[config.mk]
export PLATFORM = sky130hd
export DESIGN_NAME = csr_uart_tx_fifo
export DESIGN_NICKNAME = d
export VERILOG_FILES = /design/src/rtl/csr_uart_pkg.sv /design/src/rtl/fifo_sync.sv /design/src/rtl/csr_uart_tx_fifo.sv
export SDC_FILE = /design/constraint.sdc
export NUM_CORES = 1
export LEC_CHECK = 0
export ABC_AREA = 0
export CAP_MARGIN = 10
export CORE_MARGIN = 2
export CORE_UTILIZATION = 40
export CTS_BUF_LIST = sky130_fd_sc_hd__clkbuf_8 sky130_fd_sc_hd__clkbuf_16
export CTS_CLUSTER_DIAMETER = 40
export DETAILED_ROUTE_END_ITERATION = 8
export SLEW_MARGIN = 20
export SYNTH_ARGS = -nofsm -noshare
export SYNTH_HDL_FRONTEND = slang
export SYNTH_HIERARCHICAL = 1
export SYNTH_SLANG_ARGS = --single-unit
[constraint.sdc]
create_clock -name clk -period 3.33 [get_ports clk]
set_clock_uncertainty 0.05 [all_clocks]
set_input_delay 0.333 -clock clk [delete_from_list [all_inputs] [get_ports clk]]
set_output_delay 0.333 -clock clk [all_outputs]
set_load 0.01 [all_outputs]
[src/rtl/csr_uart_pkg.sv]
// Shared encodings for the CSR-mapped UART transmitter: FSM states and status bit positions.
package csr_uart_pkg;

  typedef enum logic [1:0] {
    ST_IDLE  = 2'd0,
    ST_START = 2'd1,
    ST_DATA  = 2'd2,
    ST_STOP  = 2'd3
  } tx_state_e;

  localparam int unsigned STAT_FULL      = 0;
  localparam int unsigned STAT_EMPTY     = 1;
  localparam int unsigned STAT_OVF       = 2;
  localparam int unsigned STAT_COUNT_LSB = 8;

endpackage

[src/rtl/fifo_sync.sv]
// Single-clock FIFO with occupancy count; push is ignored when full, pop when empty.
module fifo_sync #(
  parameter int WIDTH      = 8,
  parameter int DEPTH_LOG2 = 3
) (
  input  logic                  clk,
  input  logic                  rst,
  input  logic                  push_i,
  input  logic                  pop_i,
  input  logic [WIDTH-1:0]      wdata_i,
  output logic [WIDTH-1:0]      rdata_o,
  output logic                  full_o,
  output logic                  empty_o,
  output logic [DEPTH_LOG2:0]   count_o
);

  localparam int DEPTH = 1 << DEPTH_LOG2;
  localparam logic [DEPTH_LOG2:0] FULL_CNT = {1'b1, {DEPTH_LOG2{1'b0}}};

  logic [WIDTH-1:0]      mem_q [DEPTH];
  logic [DEPTH_LOG2-1:0] wr_ptr_q, rd_ptr_q;
  logic [DEPTH_LOG2:0]   count_q;
  logic                  do_push, do_pop;

  assign full_o  = (count_q == FULL_CNT);
  assign empty_o = (count_q == '0);
  assign count_o = count_q;
  assign rdata_o = mem_q[rd_ptr_q];
  assign do_push = push_i & ~full_o;
  assign do_pop  = pop_i & ~empty_o;

  // Pointers are exactly DEPTH_LOG2 wide, so they wrap modulo depth for free.
  always_ff @(posedge clk) begin
    if (rst) begin
      wr_ptr_q <= '0;
      rd_ptr_q <= '0;
      count_q  <= '0;
    end else begin
      if (do_push) wr_ptr_q <= wr_ptr_q + 1'b1;
      if (do_pop)  rd_ptr_q <= rd_ptr_q + 1'b1;
      unique case ({do_push, do_pop})
        2'b10:   count_q <= count_q + 1'b1;
        2'b01:   count_q <= count_q - 1'b1;
        default: count_q <= count_q;
      endcase
    end
  end

  // NOTE: storage is deliberately not reset; the count and pointers make stale entries unreachable.
  always_ff @(posedge clk) begin
    if (do_push) mem_q[wr_ptr_q] <= wdata_i;
  end

endmodule

[src/rtl/csr_uart_tx_fifo.sv]
// CSR-mapped UART transmitter with byte FIFO and sticky overflow status.
// Optional macro CSR_UART_TX_FIFO_IRQ_EN adds an irq output and an enable register at BASE_ADDR+1.
module csr_uart_tx_fifo
  import csr_uart_pkg::*;
#(
  parameter logic [11:0] BASE_ADDR  = 12'hBC4,
  parameter int          CLOCK_RATE = 10000,
  parameter int          BAUD_RATE  = 2500,
  parameter int          DEPTH_LOG2 = 3
) (
  input  logic        clk,
  input  logic        rst,
  input  logic        read,
  input  logic        write,
  input  logic [31:0] wdata,
  input  logic [11:0] addr,
  output logic [31:0] rdata,
  output logic        valid,
  output logic        tx
`ifdef CSR_UART_TX_FIFO_IRQ_EN
  ,
  output logic        irq
`endif
);

  localparam int CYCLES_PER_BIT = CLOCK_RATE / BAUD_RATE;
  localparam int BAUD_W         = (CYCLES_PER_BIT > 2) ? $clog2(CYCLES_PER_BIT) : 1;
  localparam logic [BAUD_W-1:0] BAUD_LAST = BAUD_W'(CYCLES_PER_BIT - 1);
  localparam int CNT_W          = DEPTH_LOG2 + 1;

  tx_state_e         state_q, state_d;
  logic [BAUD_W-1:0] baud_q, baud_d;
  logic [2:0]        bit_q, bit_d;
  logic [7:0]        data_q, data_d;
  logic              tx_q, tx_d;
  logic              ovf_q, ovf_d;
  logic [31:0]       rdata_q, rdata_d;
  logic [31:0]       status;

  logic              sel_data, status_rd, data_wr, pop, baud_end;
  logic [7:0]        fifo_rdata;
  logic              fifo_full, fifo_empty;
  logic [CNT_W-1:0]  fifo_count;
  logic              unused_wdata;

  assign sel_data     = (addr == BASE_ADDR);
  assign status_rd    = read & sel_data;
  assign data_wr      = write & sel_data;
  assign baud_end     = (baud_q == BAUD_LAST);
  assign unused_wdata = ^wdata[31:8];

  fifo_sync #(
    .WIDTH      (8),
    .DEPTH_LOG2 (DEPTH_LOG2)
  ) u_fifo (
    .clk     (clk),
    .rst     (rst),
    .push_i  (data_wr),
    .pop_i   (pop),
    .wdata_i (wdata[7:0]),
    .rdata_o (fifo_rdata),
    .full_o  (fifo_full),
    .empty_o (fifo_empty),
    .count_o (fifo_count)
  );

  // NOTE: every combinational output gets a default first so no path can infer a latch.
  always_comb begin
    state_d = state_q;
    baud_d  = baud_q;
    bit_d   = bit_q;
    data_d  = data_q;
    pop     = 1'b0;
    unique case (state_q)
      ST_IDLE: begin
        if (!fifo_empty) begin
          state_d = ST_START;
          pop     = 1'b1;
          data_d  = fifo_rdata;
          baud_d  = '0;
        end
      end
      ST_START: begin
        if (baud_end) begin
          state_d = ST_DATA;
          baud_d  = '0;
          bit_d   = '0;
        end else begin
          baud_d = baud_q + 1'b1;
        end
      end
      ST_DATA: begin
        if (baud_end) begin
          baud_d = '0;
          if (bit_q == 3'd7) begin
            state_d = ST_STOP;
            bit_d   = '0;
          end else begin
            bit_d = bit_q + 3'd1;
          end
        end else begin
          baud_d = baud_q + 1'b1;
        end
      end
      ST_STOP: begin
        if (baud_end) begin
          baud_d = '0;
          // Back-to-back frames: chain straight into the next start bit.
          if (!fifo_empty) begin
            state_d = ST_START;
            pop     = 1'b1;
            data_d  = fifo_rdata;
          end else begin
            state_d = ST_IDLE;
          end
        end else begin
          baud_d = baud_q + 1'b1;
        end
      end
      default: state_d = ST_IDLE;
    endcase
  end

  // The line is registered from the current state, so it trails the state by one cycle.
  always_comb begin
    tx_d = 1'b1;
    unique case (state_q)
      ST_START: tx_d = 1'b0;
      ST_DATA:  tx_d = data_q[bit_q];
      default:  tx_d = 1'b1;
    endcase
  end

  always_comb begin
    status                                 = '0;
    status[STAT_FULL]                      = fifo_full;
    status[STAT_EMPTY]                     = fifo_empty;
    status[STAT_OVF]                       = ovf_q;
    status[STAT_COUNT_LSB +: CNT_W]        = fifo_count;
  end

  // A drop in the same cycle as a clearing read still wins.
  assign ovf_d = (ovf_q & ~status_rd) | (data_wr & fifo_full);

`ifdef CSR_UART_TX_FIFO_IRQ_EN
  localparam logic [11:0]      IRQ_ADDR = BASE_ADDR + 12'd1;
  localparam logic [CNT_W-1:0] HALF_CNT = CNT_W'((1 << DEPTH_LOG2) / 2);

  logic sel_irq, irq_en_q, irq_en_d, irq_q;

  assign sel_irq  = (addr == IRQ_ADDR);
  assign valid    = sel_data | sel_irq;
  assign irq_en_d = (write & sel_irq) ? wdata[0] : irq_en_q;
  assign irq      = irq_q;

  always_comb begin
    rdata_d = '0;
    if (status_rd)          rdata_d = status;
    else if (read & sel_irq) rdata_d = {31'b0, irq_en_q};
  end

  always_ff @(posedge clk) begin
    if (rst) begin
      irq_en_q <= 1'b0;
      irq_q    <= 1'b0;
    end else begin
      irq_en_q <= irq_en_d;
      irq_q    <= irq_en_q & (fifo_count <= HALF_CNT);
    end
  end
`else
  assign valid = sel_data;

  always_comb begin
    rdata_d = '0;
    if (status_rd) rdata_d = status;
  end
`endif

  // NOTE: sequential state uses non-blocking assignments so every register samples pre-edge values.
  always_ff @(posedge clk) begin
    if (rst) begin
      state_q <= ST_IDLE;
      baud_q  <= '0;
      bit_q   <= '0;
      data_q  <= '0;
      tx_q    <= 1'b1;
      ovf_q   <= 1'b0;
      rdata_q <= '0;
    end else begin
      state_q <= state_d;
      baud_q  <= baud_d;
      bit_q   <= bit_d;
      data_q  <= data_d;
      tx_q    <= tx_d;
      ovf_q   <= ovf_d;
      rdata_q <= rdata_d;
    end
  end

  assign tx    = tx_q;
  assign rdata = rdata_q;

endmodule

Word-level counts from Yosys, hierarchy flattened
Memories as Yosys holds them, arrays and structs flattened. A register that Yosys moved wholly into a read port is not among the register bits.
Cells that the tools add are included.
{"block": "classes", "n_addsub": 6, "n_lt_le_gt_ge": 1, "n_eq_ne": 14, "n_mux": 28, "bitwise": 10, "n_reduce_logical": 10}
{"operator": "$mux 8", "n": 2}
{"operator": "$pmux 8 s2", "n": 1}
{"operator": "$mux 3", "n": 5}
{"operator": "$mux 2", "n": 7}
{"operator": "$eq 12x12->1 const B", "n": 1}
{"operator": "$ne 2x2->1 const B", "n": 5}
{"operator": "$add 3x1->3 const B", "n": 3}
{"operator": "$eq 2x2->1 const B", "n": 4}
{"operator": "$pmux 2 s4", "n": 1}
{"operator": "$pmux 4 s2", "n": 1}
{"operator": "$and 1x1->1", "n": 6}
{"operator": "$mux 1", "n": 6}
{"operator": "$pmux 3 s2", "n": 1}
{"operator": "$reduce_bool 2->1", "n": 3}
{"operator": "$reduce_and 5->1", "n": 1}
{"operator": "$add 4x1->4 const B", "n": 1}
{"operator": "$eq 2x1->1 const B", "n": 2}
{"operator": "$eq 4x4->1 const B", "n": 1}
{"operator": "$logic_not 4->1", "n": 1}
{"operator": "$lt 3x4->1 const B", "n": 1}
{"operator": "$pmux 1 s2", "n": 2}
{"operator": "$pmux 2 s2", "n": 1}
{"operator": "$sub 4x1->4 const B", "n": 1}
{"operator": "$bmux 1 s3", "n": 1}
{"operator": "other kinds (9)", "n": 11}
{"block": "totals", "regBits": 59, "ramBits": 64, "input_bits": 48, "output_inout_bits": 34, "wordCells": 81, "memories": 1}
{"memory": "u_fifo.mem_q", "words": 8, "width": 8, "rd": 1, "rd_ports_with_merged_regs": 1, "write_ports": 1, "line_no": "fifo_sync.sv:20", "source": "logic [WIDTH-1:0] mem_q [DEPTH];"}

Longest topological paths before layout
Gate-level depths: netlist of run 1.
{"block": "logic_depth", "ltp_word": 7, "ltp_mapped": 13, "depth_no_buf": 12}

Cells and area by module
The synthesis of run 1 kept the hierarchy.
{"mod": "fifo_sync", "n_inst": 1, "cells_per_inst": 167, "area_each_um2": 3150.5, "seq_area_each_um2": 2182.1}
{"mod": "csr_uart_tx_fifo", "n_inst": 1, "cells_per_inst": 144, "area_each_um2": 1321.3, "seq_area_each_um2": 480.5}

Least setup slack after synthesis of run 1
Ideal clock, no wire load.
{"block": "synth_path", "kind": "in2reg", "start": "in addr[1]", "end": "reg u_fifo.count_q[2], in the netlist u_fifo/count_o[2]", "setup_time_ns": 0.071, "arrival_time_ns": 2.991, "required_time_ns": 3.209, "setup_slack_ns": 0.218, "cell_stages": 11, "cell_sequence": "or4_4 > nor3_1 > and2_1 > nand2_8 > ha_1 > xor2_1 > ha_1 > a21oi_1 > xor2_1 > or3_1 > a21oi_1"}
{"block": "synth_via", "elab_chain_len": 5, "word_cells_on_any_way": 7, "classes_between": "3 x eq/ne; 1 x mux; 2 x bitwise; 1 x reduce/logical"}
{"item": "from (decl)", "line_no": "csr_uart_tx_fifo.sv:16", "source": "input logic [11:0] addr,"}
{"item": "$eq 12x12->1 *", "line_no": "csr_uart_tx_fifo.sv:46", "source": "assign sel_data = (addr == BASE_ADDR);"}
{"item": "net valid", "line_no": "csr_uart_tx_fifo.sv:18", "source": "output logic valid,"}
{"item": "$and 1x1->1 *", "line_no": "csr_uart_tx_fifo.sv:48", "source": "assign data_wr = write & sel_data;"}
{"item": "net data_wr", "line_no": "csr_uart_tx_fifo.sv:40", "source": "logic sel_data, status_rd, data_wr, pop, baud_end;"}
{"item": "$and 1x1->1 *", "line_no": "fifo_sync.sv:29", "source": "assign do_push = push_i & ~full_o;"}
{"item": "$eq 2x1->1 / $eq 2x2->1 (equally long branches)", "line_no": "fifo_sync.sv:41", "source": "unique case ({do_push, do_pop})"}
{"item": "$pmux 4 s2 / $reduce_bool 2->1 (equally long branches)"}
{"item": "to (signal assigned)", "line_no": "fifo_sync.sv:42", "source": "2'b10: count_q <= count_q + 1'b1;"}
{"item": "to (signal assigned)", "line_no": "fifo_sync.sv:43", "source": "2'b01: count_q <= count_q - 1'b1;"}
{"item": "to (signal assigned)", "line_no": "fifo_sync.sv:44", "source": "default: count_q <= count_q;"}
{"item": "to (decl)", "line_no": "fifo_sync.sv:22", "source": "logic [DEPTH_LOG2:0] count_q;"}
The timed path passes the listed nets; every way through them passes the cells marked *.
A chain may end at the register's enable or synchronous reset.

Worst setup path after layout of run 1
{"block": "layout_path", "start": "reg state_q[0]", "end": "reg u_fifo.count_q[2], in the netlist u_fifo/count_o[2]"}
{"block": "layout_via", "elab_chain_len": 5, "word_cells_on_any_way": 8, "classes_between": "3 x eq/ne; 2 x mux; 1 x bitwise; 2 x reduce/logical"}
{"item": "from (decl)", "line_no": "csr_uart_tx_fifo.sv:31", "source": "tx_state_e state_q, state_d;"}
{"item": "from (signal assigned)", "line_no": "csr_uart_tx_fifo.sv:191", "source": "state_q <= state_d;"}
{"item": "$eq 2x2->1 / $logic_not 2->1 (equally long branches)", "line_no": "csr_uart_tx_fifo.sv:74", "source": "unique case (state_q)"}
{"item": "$pmux 1 s2 *", "line_no": "csr_uart_tx_fifo.sv:74"}
{"item": "net pop", "line_no": "csr_uart_tx_fifo.sv:40"}
{"item": "$and 1x1->1 *", "line_no": "fifo_sync.sv:30", "source": "assign do_pop = pop_i & ~empty_o;"}
{"item": "net u_fifo.do_pop", "line_no": "fifo_sync.sv:23", "source": "logic do_push, do_pop;"}
{"item": "$eq 2x1->1 / $eq 2x2->1 (equally long branches)", "line_no": "fifo_sync.sv:41"}
{"item": "$pmux 4 s2 / $reduce_bool 2->1 (equally long branches)"}
Marked as above.

==> flow_summary.json, run 1 <==
{
  "fillers": 984,
  "crit_family": "simple AND/OR/NAND/NOR gates",
  "chipWidth_um": 110,
  "worstPathMaxFanout": 9,
  "setup_viol": 0,
  "required_worst_endpoint_ns": 3.59,
  "regToRegStartpoint": "state_q[0]",
  "worst_setup_hold_path_clk_slew_ns": 0.10,
  "fmax_mhz": 330,
  "die_h_um": 110,
  "fin_tns_setup_ns": 0,
  "drive_above_1_share": 0.169,
  "worstPathCellList": "inv_1 -> ha_1 -> or2_2 -> nor2_1 -> o41a_1 -> ha_1 -> xor2_1 -> ha_1 -> a21oi_1 -> xor2_1 -> or3_1 -> a21oi_1",
  "io-pin-count": 82,
  "cts_root_buffer": "sky130_fd_sc_hd__clkbuf_8",
  "async_flop_share": 0,
  "timing.max_cap.violations": 0,
  "grt_pass1_vias": 2503,
  "design.die.area_um2": 12000,
  "post-synth-top-area-fraction": 0.430,
  "synth_most_common_cell": "sky130_fd_sc_hd__edfxtp_1",
  "antenna_violating_nets_remaining": 0,
  "overflow": 0,
  "number_of_warnings_printed_during_yosys_synthesis": 6,
  "finish.net_count": 417,
  "postCtsSetupRepairBufs": 0,
  "synth_area_leaders": "sky130_fd_sc_hd__edfxtp_1, sky130_fd_sc_hd__dfxtp_1, sky130_fd_sc_hd__mux4_2",
  "timing.hold.worst.class": "flip-flop to flip-flop",
  "tritoncts.num_buffers": 9,
  "hold_viol_final": 0,
  "clock_latency_late_sink_ns": 0.37,
  "power.density_cell_area_nw_per_um2": 449,
  "most_common_cell_type_on_the_critical_path": "sky130_fd_sc_hd__ha_1",
  "finalCritPeriodShare": 0.909,
  "timing.critical_path.to_type": "flip-flop",
  "syn-instance-count": 311,
  "cellLeakagePower_nw": 1.78,
  "grt_first_pass_wirelength_um": 12700,
  "p_clk_frac": 0.357,
  "crit_arrival_ns": 3.29,
  "grt_max_degree": 28,
  "first_iter_violations": 98,
  "ys_seq_elements": 101,
  "power.internal_w": 0.00176,
  "start_util": 0.411,
  "synth_top_area_cell": "sky130_fd_sc_hd__edfxtp_1",
  "grt_setup_unrepaired": "no",
  "final_period_minus_worst_setup_slack_ns": 3.03,
  "placeableCoreArea_um2": 10900,
  "wl_per_cell_um": 15.8,
  "cp.buffers_inverters": 1,
  "cts-htree-levels": 3,
  "vias_per_instance": 5.11,
  "portBuffers": 32,
  "run_status": "finished clean",
  "critical_path_startpoint": "state_q[0]",
  "finalMaxSlewViolations": 0,
  "worst_margin_pin_slew_ns": 0.761,
  "global_route.peak_usage_layer": "met2",
  "timing.critical_path.from_type": "flip-flop",
  "met3_usage": 0.0368,
  "synth_top_flop_cell": "sky130_fd_sc_hd__edfxtp_1",
  "switching_power_w": 0.000541,
  "row_count": 38,
  "dr.pass1.iters": 4,
  "netSwitchingFraction": 0.235,
  "dr_total_vias": 2562,
  "grt_util_met1": 0.178,
  "dpl_cell_area_um2": 4910,
  "synth.cell_area_um2": 4470,
  "cts_tree": "built",
  "synth.avg_cell_area_um2": 14.4,
  "synth_enable_flop_cells": 64,
  "detail_route.wirelength_um": 7910,
  "insertedDiodeCount": 0,
  "yosysSeqAreaShare": 0.595,
  "syn_to_final_growth_pct": 14.6,
  "worst_path_largest_cell_delay_ns": 0.38,
  "global_route.usage.met2": 0.242,
  "postCtsHoldBufs": 0,
  "cts_num_sinks": 101,
  "globalRouteTotalUtil": 0.143,
  "drt_drc_violations_left": 0,
  "min-delay-start": "ovf_q",
  "dp_hpwl_um": 5130,
  "power_frac_comb": 0.060,
  "synth.top_cells.by_count": "sky130_fd_sc_hd__edfxtp_1, sky130_fd_sc_hd__dfxtp_1, sky130_fd_sc_hd__buf_4",
  "summed_area_of_non_filler_cells_in_the_final_layout_um2": 5120,
  "routability_congestion": 0.738,
  "dp_cells": 485,
  "grt_antenna_before_repair": 0,
  "sequentialPowerShare": 0.582,
  "cts_resized": 0,
  "relSlewSlack": 0.492,
  "layout.cells.non_filler": 501,
  "timing_worst_setup_path_type": "flip-flop to flip-flop",
  "synth.distinct_cells": 53,
  "vdd_drop_max_v": 0.000280,
  "clock_path_buffers": 2,
  "slowest_stage": "sky130_fd_sc_hd__dfxtp_1"
}
==> worst register-to-register path: stages (launching register included) <==
cell                      delay, ns
sky130_fd_sc_hd__dfxtp_1       0.38
sky130_fd_sc_hd__inv_1         0.11
sky130_fd_sc_hd__ha_1          0.33
sky130_fd_sc_hd__or2_2         0.38
sky130_fd_sc_hd__nor2_1        0.15
sky130_fd_sc_hd__o41a_1        0.30
sky130_fd_sc_hd__ha_1          0.31
sky130_fd_sc_hd__xor2_1        0.17
sky130_fd_sc_hd__ha_1          0.16
sky130_fd_sc_hd__a21oi_1       0.05
sky130_fd_sc_hd__xor2_1        0.16
sky130_fd_sc_hd__or3_1         0.30
sky130_fd_sc_hd__a21oi_1       0.14
==> through the flow <==
| step | hold slack (ns) | total power, W | util | setup WS, ns |
|---|---|---|---|---|
| 5_1_grt | 0.455 | 0.00240 | 0.471 | 0.0379 |
| 3_3_place_gp | 0.396 | 0.00150 | 0.451 | 0.0418 |
| 4_1_cts | 0.431 | 0.00233 | 0.471 | 0.252 |
| 6_report | 0.427 | 0.00230 | 0.471 | 0.302 |
| 3_5_place_dp | 0.408 | 0.00151 | 0.451 | 0.0383 |
| 2_1_floorplan | 0.371 | 0.00147 | - | 0.218 |
==> cells in the final DEF (no fill, tap or decap), types with 3 or more instances in the layout <==
master / count
sky130_fd_sc_hd__mux4_2: 10
sky130_fd_sc_hd__nor2b_1: 5
sky130_fd_sc_hd__a21oi_1: 14
sky130_fd_sc_hd__ha_1: 13
sky130_fd_sc_hd__dfxtp_1: 37
sky130_fd_sc_hd__edfxtp_1: 64
sky130_fd_sc_hd__nand3_1: 12
sky130_fd_sc_hd__o21ai_0: 10
sky130_fd_sc_hd__conb_1: 25
sky130_fd_sc_hd__a32oi_1: 3
sky130_fd_sc_hd__inv_1: 5
sky130_fd_sc_hd__xor2_1: 5
sky130_fd_sc_hd__nand2b_1: 5
sky130_fd_sc_hd__and2_1: 8
sky130_fd_sc_hd__nand3b_1: 3
sky130_fd_sc_hd__buf_4: 16
sky130_fd_sc_hd__mux2_2: 9
sky130_fd_sc_hd__nand2_1: 3
sky130_fd_sc_hd__clkdlybuf4s50_1: 32
sky130_fd_sc_hd__clkbuf_8: 9
sky130_fd_sc_hd__mux4_1: 8
sky130_fd_sc_hd__nor3_1: 6
sky130_fd_sc_hd__nor2_1: 19
==> layout make-up <==
type	instances	area, um^2	area share
Multi-Input combinational cell	191	1610	0.315
Timing Repair Buffer	48	440	0.0859
Inverter	5	18.8	0.00366
Clock buffer	9	124	0.0242
Clock inverter	7	91.3	0.0178
Sequential cell	101	2660	0.520
Tap cell	140	175	0.0342
==> metal layers <==
layer  up-vias  wire, um
li1       1218         -
met1      1261      3600
met2        74      3780
met3         9       421
met4         0       119
met5         -         0
==> sequential cells by signal, indices dropped and copies added (netlist names), named ones only <==
name / count
state_q: 2
tx: 1
u_fifo/count_o: 4
u_fifo/wr_ptr_q: 3
ovf_q: 1
rdata: 7
data_q: 8
baud_q: 2
u_fifo/rd_ptr_q: 3
bit_q: 3
u_fifo/mem_q: 64
==> worst paths after layout <==
| check | slack (ns) | cells past startpoint | endpoint |
|---|---|---|---|
| setup reg to reg | 0.30 | 12 | u_fifo/count_o[2] |
| hold / removal | 0.43 | 1 | rdata[2] |
| hold reg to reg | 0.43 | 1 | rdata[2] |
| setup / recovery | 0.30 | 12 | u_fifo/count_o[2] |
==> power groups by stage <==
stage	clock network (W)	registers, W	logic, W
3_5_place_dp	0	0.00137	0.000138
2_1_floorplan	0	0.00137	0.000102
6_report	0.000822	0.00134	0.000139
3_3_place_gp	0	0.00137	0.000135
4_1_cts	0.000851	0.00134	0.000139
5_1_grt	0.000897	0.00134	0.000156
==> kinds of logic after synthesis <==
group,after synthesis,synth area share
adders and majority gates,13,0.0364
muxes,29,0.125
and+or+nand+nor,77,0.105
buffers and inverters,43,0.0641
AOI/OAI and AO/OA,40,0.0588
DFF,101,0.595
xor gates and xnor gates,7,0.0154
other,1,0.000839
Note: power is estimated with default switching activity, not from simulation.
==> run 2, diff against run 1 <==
--- a/config.mk
+++ b/config.mk
@@ -8,7 +8,7 @@
 export ABC_AREA = 0
 export CAP_MARGIN = 10
 export CORE_MARGIN = 2
-export CORE_UTILIZATION = 40
+export CORE_UTILIZATION = 23
 export CTS_BUF_LIST = sky130_fd_sc_hd__clkbuf_8 sky130_fd_sc_hd__clkbuf_16
 export CTS_CLUSTER_DIAMETER = 40
 export DETAILED_ROUTE_END_ITERATION = 8
==> constraint.sdc (replaced) <==
create_clock -name clk -period 3.8 [get_ports clk]
set_clock_uncertainty 0.05 [all_clocks]
set_input_delay 0.38 -clock clk [delete_from_list [all_inputs] [get_ports clk]]
set_output_delay 0.38 -clock clk [all_outputs]
set_load 0.01 [all_outputs]
==> flow_summary.json, run 2 (synthesis gave the netlist of run 1 again) <==
{
  "post-layout-total-power_w": 0.00219,
  "vdd_drop_max_v": 0.000210,
  "worstPathCellList": "clkdlybuf4s50_1 -> or4_4 -> nor3_1 -> and2_1 -> nand2_8 -> ha_1 -> xor2_1 -> ha_1 -> a21oi_1 -> xor2_1 -> or3_1 -> a21oi_1",
  "grt_setup_unrepaired": "no",
  "timing.critical_path.to_type": "flip-flop",
  "most-common-layout-cells": "sky130_fd_sc_hd__edfxtp_1, sky130_fd_sc_hd__dfxtp_1, sky130_fd_sc_hd__clkdlybuf4s50_1",
  "die_h_um": 143,
  "finalMaxSlewViolations": 0,
  "min-delay-start": "ovf_q",
  "clock_path_buffers": 2,
  "grt_pass1_vias": 2514,
  "wl_per_cell_um": 13.2,
  "fmax_mhz": 308,
  "postCtsSetupRepairBufs": 0,
  "first_iter_violations": 139,
  "row_count": 50,
  "leading_cell_type_in_the_layout_fill_and_taps_excluded": "sky130_fd_sc_hd__edfxtp_1",
  "cts_tree": "built",
  "relSlewSlack": 0.289,
  "summed_area_of_non_filler_cells_in_the_final_layout_um2": 5310,
  "cellLeakagePower_nw": 1.79,
  "chipWidth_um": 143,
  "regMostFlops": "u_fifo/mem_q",
  "tritoncts.num_buffers": 9,
  "p_clk_frac": 0.406,
  "syn_to_final_growth_pct": 18.7,
  "timing.max_cap.violations": 0,
  "cp.buffers_inverters": 1,
  "cts_num_sinks": 101,
  "grt_antenna_before_repair": 0,
  "globalRouteTotalUtil": 0.0822,
  "timing_worst_setup_path_type": "primary input to flip-flop",
  "dpl_cell_area_um2": 5020,
  "clock_latency_late_sink_ns": 0.34,
  "fillers": 1896,
  "required_worst_endpoint_ns": 4.02,
  "worst_margin_pin_slew_ns": 1.07,
  "finish.net_count": 412,
  "netSwitchingFraction": 0.210,
  "critical_path_startpoint": "addr[1]",
  "switching_power_w": 0.000459,
  "postCtsHoldBufs": 0,
  "cts-htree-levels": 3,
  "crit_family": "simple AND/OR/NAND/NOR gates",
  "drive_above_1_share": 0.155,
  "timing.hold.worst.class": "flip-flop to flip-flop",
  "worst_path_largest_cell_delay_ns": 0.56,
  "grt_first_pass_wirelength_um": 12900,
  "slowest_stage": "sky130_fd_sc_hd__or4_4",
  "run_status": "finished clean",
  "worstPathMaxFanout": 8,
  "hold_viol_final": 0,
  "sequentialPowerShare": 0.537,
  "cts_resized": 0,
  "antenna_violating_nets_remaining": 0,
  "cts_root_buffer": "sky130_fd_sc_hd__clkbuf_16",
  "placeableCoreArea_um2": 18900,
  "dr.pass1.iters": 4,
  "timing.critical_path.from_type": "primary input",
  "final_core_utilization": 0.281,
  "reg2regPathDepth": 12,
  "flip_flop_count_of_the_largest_register_all_copies_and_words_added": 64,
  "design.die.area_um2": 20600,
  "drt_drc_violations_left": 0,
  "final_period_minus_worst_setup_slack_ns": 3.25,
  "io-pin-count": 82,
  "insertedDiodeCount": 0,
  "setup_viol": 0,
  "power_frac_comb": 0.057,
  "power.internal_w": 0.00173,
  "finalCritPeriodShare": 0.855,
  "crit_arrival_ns": 3.47,
  "regToRegStartpoint": "state_q[0]",
  "detail_route.wirelength_um": 8120,
  "cp.depth": 12,
  "worst_setup_hold_path_clk_slew_ns": 0.06,
  "power.density_cell_area_nw_per_um2": 412,
  "grt_max_degree": 32,
  "portBuffers": 32,
  "routability_congestion": 0.714,
  "fin_tns_setup_ns": 0,
  "vias_per_instance": 4.12,
  "dp_hpwl_um": 5510,
  "start_util": 0.237,
  "dr_total_vias": 2533,
  "overflow": 0,
  "worstHoldPathCells": 1
}
run 2: layer usage:
layer  track usage  vias up  part of all wire
met5             0        -                 0
met4        0.0304        0             0.018
met3        0.0217       13             0.036
met2         0.145       48              0.52
met1        0.0958     1264              0.43
li1              -     1208                 -
run 2: final timing paths:
kind / endpoint / slack (ns)
worst min register to register: rdata[2] / 0.41
worst max-delay path: u_fifo/count_o[2] / 0.55
worst min-delay path: rdata[2] / 0.41
worst max register to register: u_fifo/count_o[2] / 0.69
run 2: layout make-up:
type,instances,area (um^2),share of cell area
flip-flops and latches,101,2660,0.501
multi-input cells,191,1610,0.304
repair buffers,43,403,0.0759
well taps,260,325,0.0613
clock buffers,9,225,0.0424
clock inverters,6,62.6,0.0118
inverters,5,18.8,0.00353
run 2: stage by stage:
| step | instances | setup slack (ns) | hold WS [ns] |
|---|---|---|---|
| 2_1_floorplan | 335 | 0.641 | 0.371 |
| 3_3_place_gp | 600 | 0.256 | 0.377 |
| 3_5_place_dp | 600 | 0.225 | 0.400 |
| 4_1_cts | 615 | 0.564 | 0.415 |
| 5_1_grt | 615 | 0.397 | 0.433 |
| 6_report | 615 | 0.552 | 0.410 |
run 2: power by group through the flow:
stage	Sequential [W]	Clock, W	Combinational (W)
after floorplan	0.00120	0	0.0000892
after global placement	0.00120	0	0.000118
after detailed placement	0.00120	0	0.000124
after CTS	0.00118	0.000913	0.000124
after global routing	0.00118	0.000958	0.000141
final	0.00118	0.000889	0.000125
==> run 3, diff against run 2 <==
--- a/config.mk
+++ b/config.mk
@@ -10,7 +10,7 @@
 export CORE_MARGIN = 2
 export CORE_UTILIZATION = 23
 export CTS_BUF_LIST = sky130_fd_sc_hd__clkbuf_8 sky130_fd_sc_hd__clkbuf_16
-export CTS_CLUSTER_DIAMETER = 40
+export CTS_CLUSTER_DIAMETER = 100
 export DETAILED_ROUTE_END_ITERATION = 8
 export SLEW_MARGIN = 20
 export SYNTH_ARGS = -nofsm -noshare
==> results of run 3 <==
The final DEF is identical to that of run 2; final timing and power are the same.
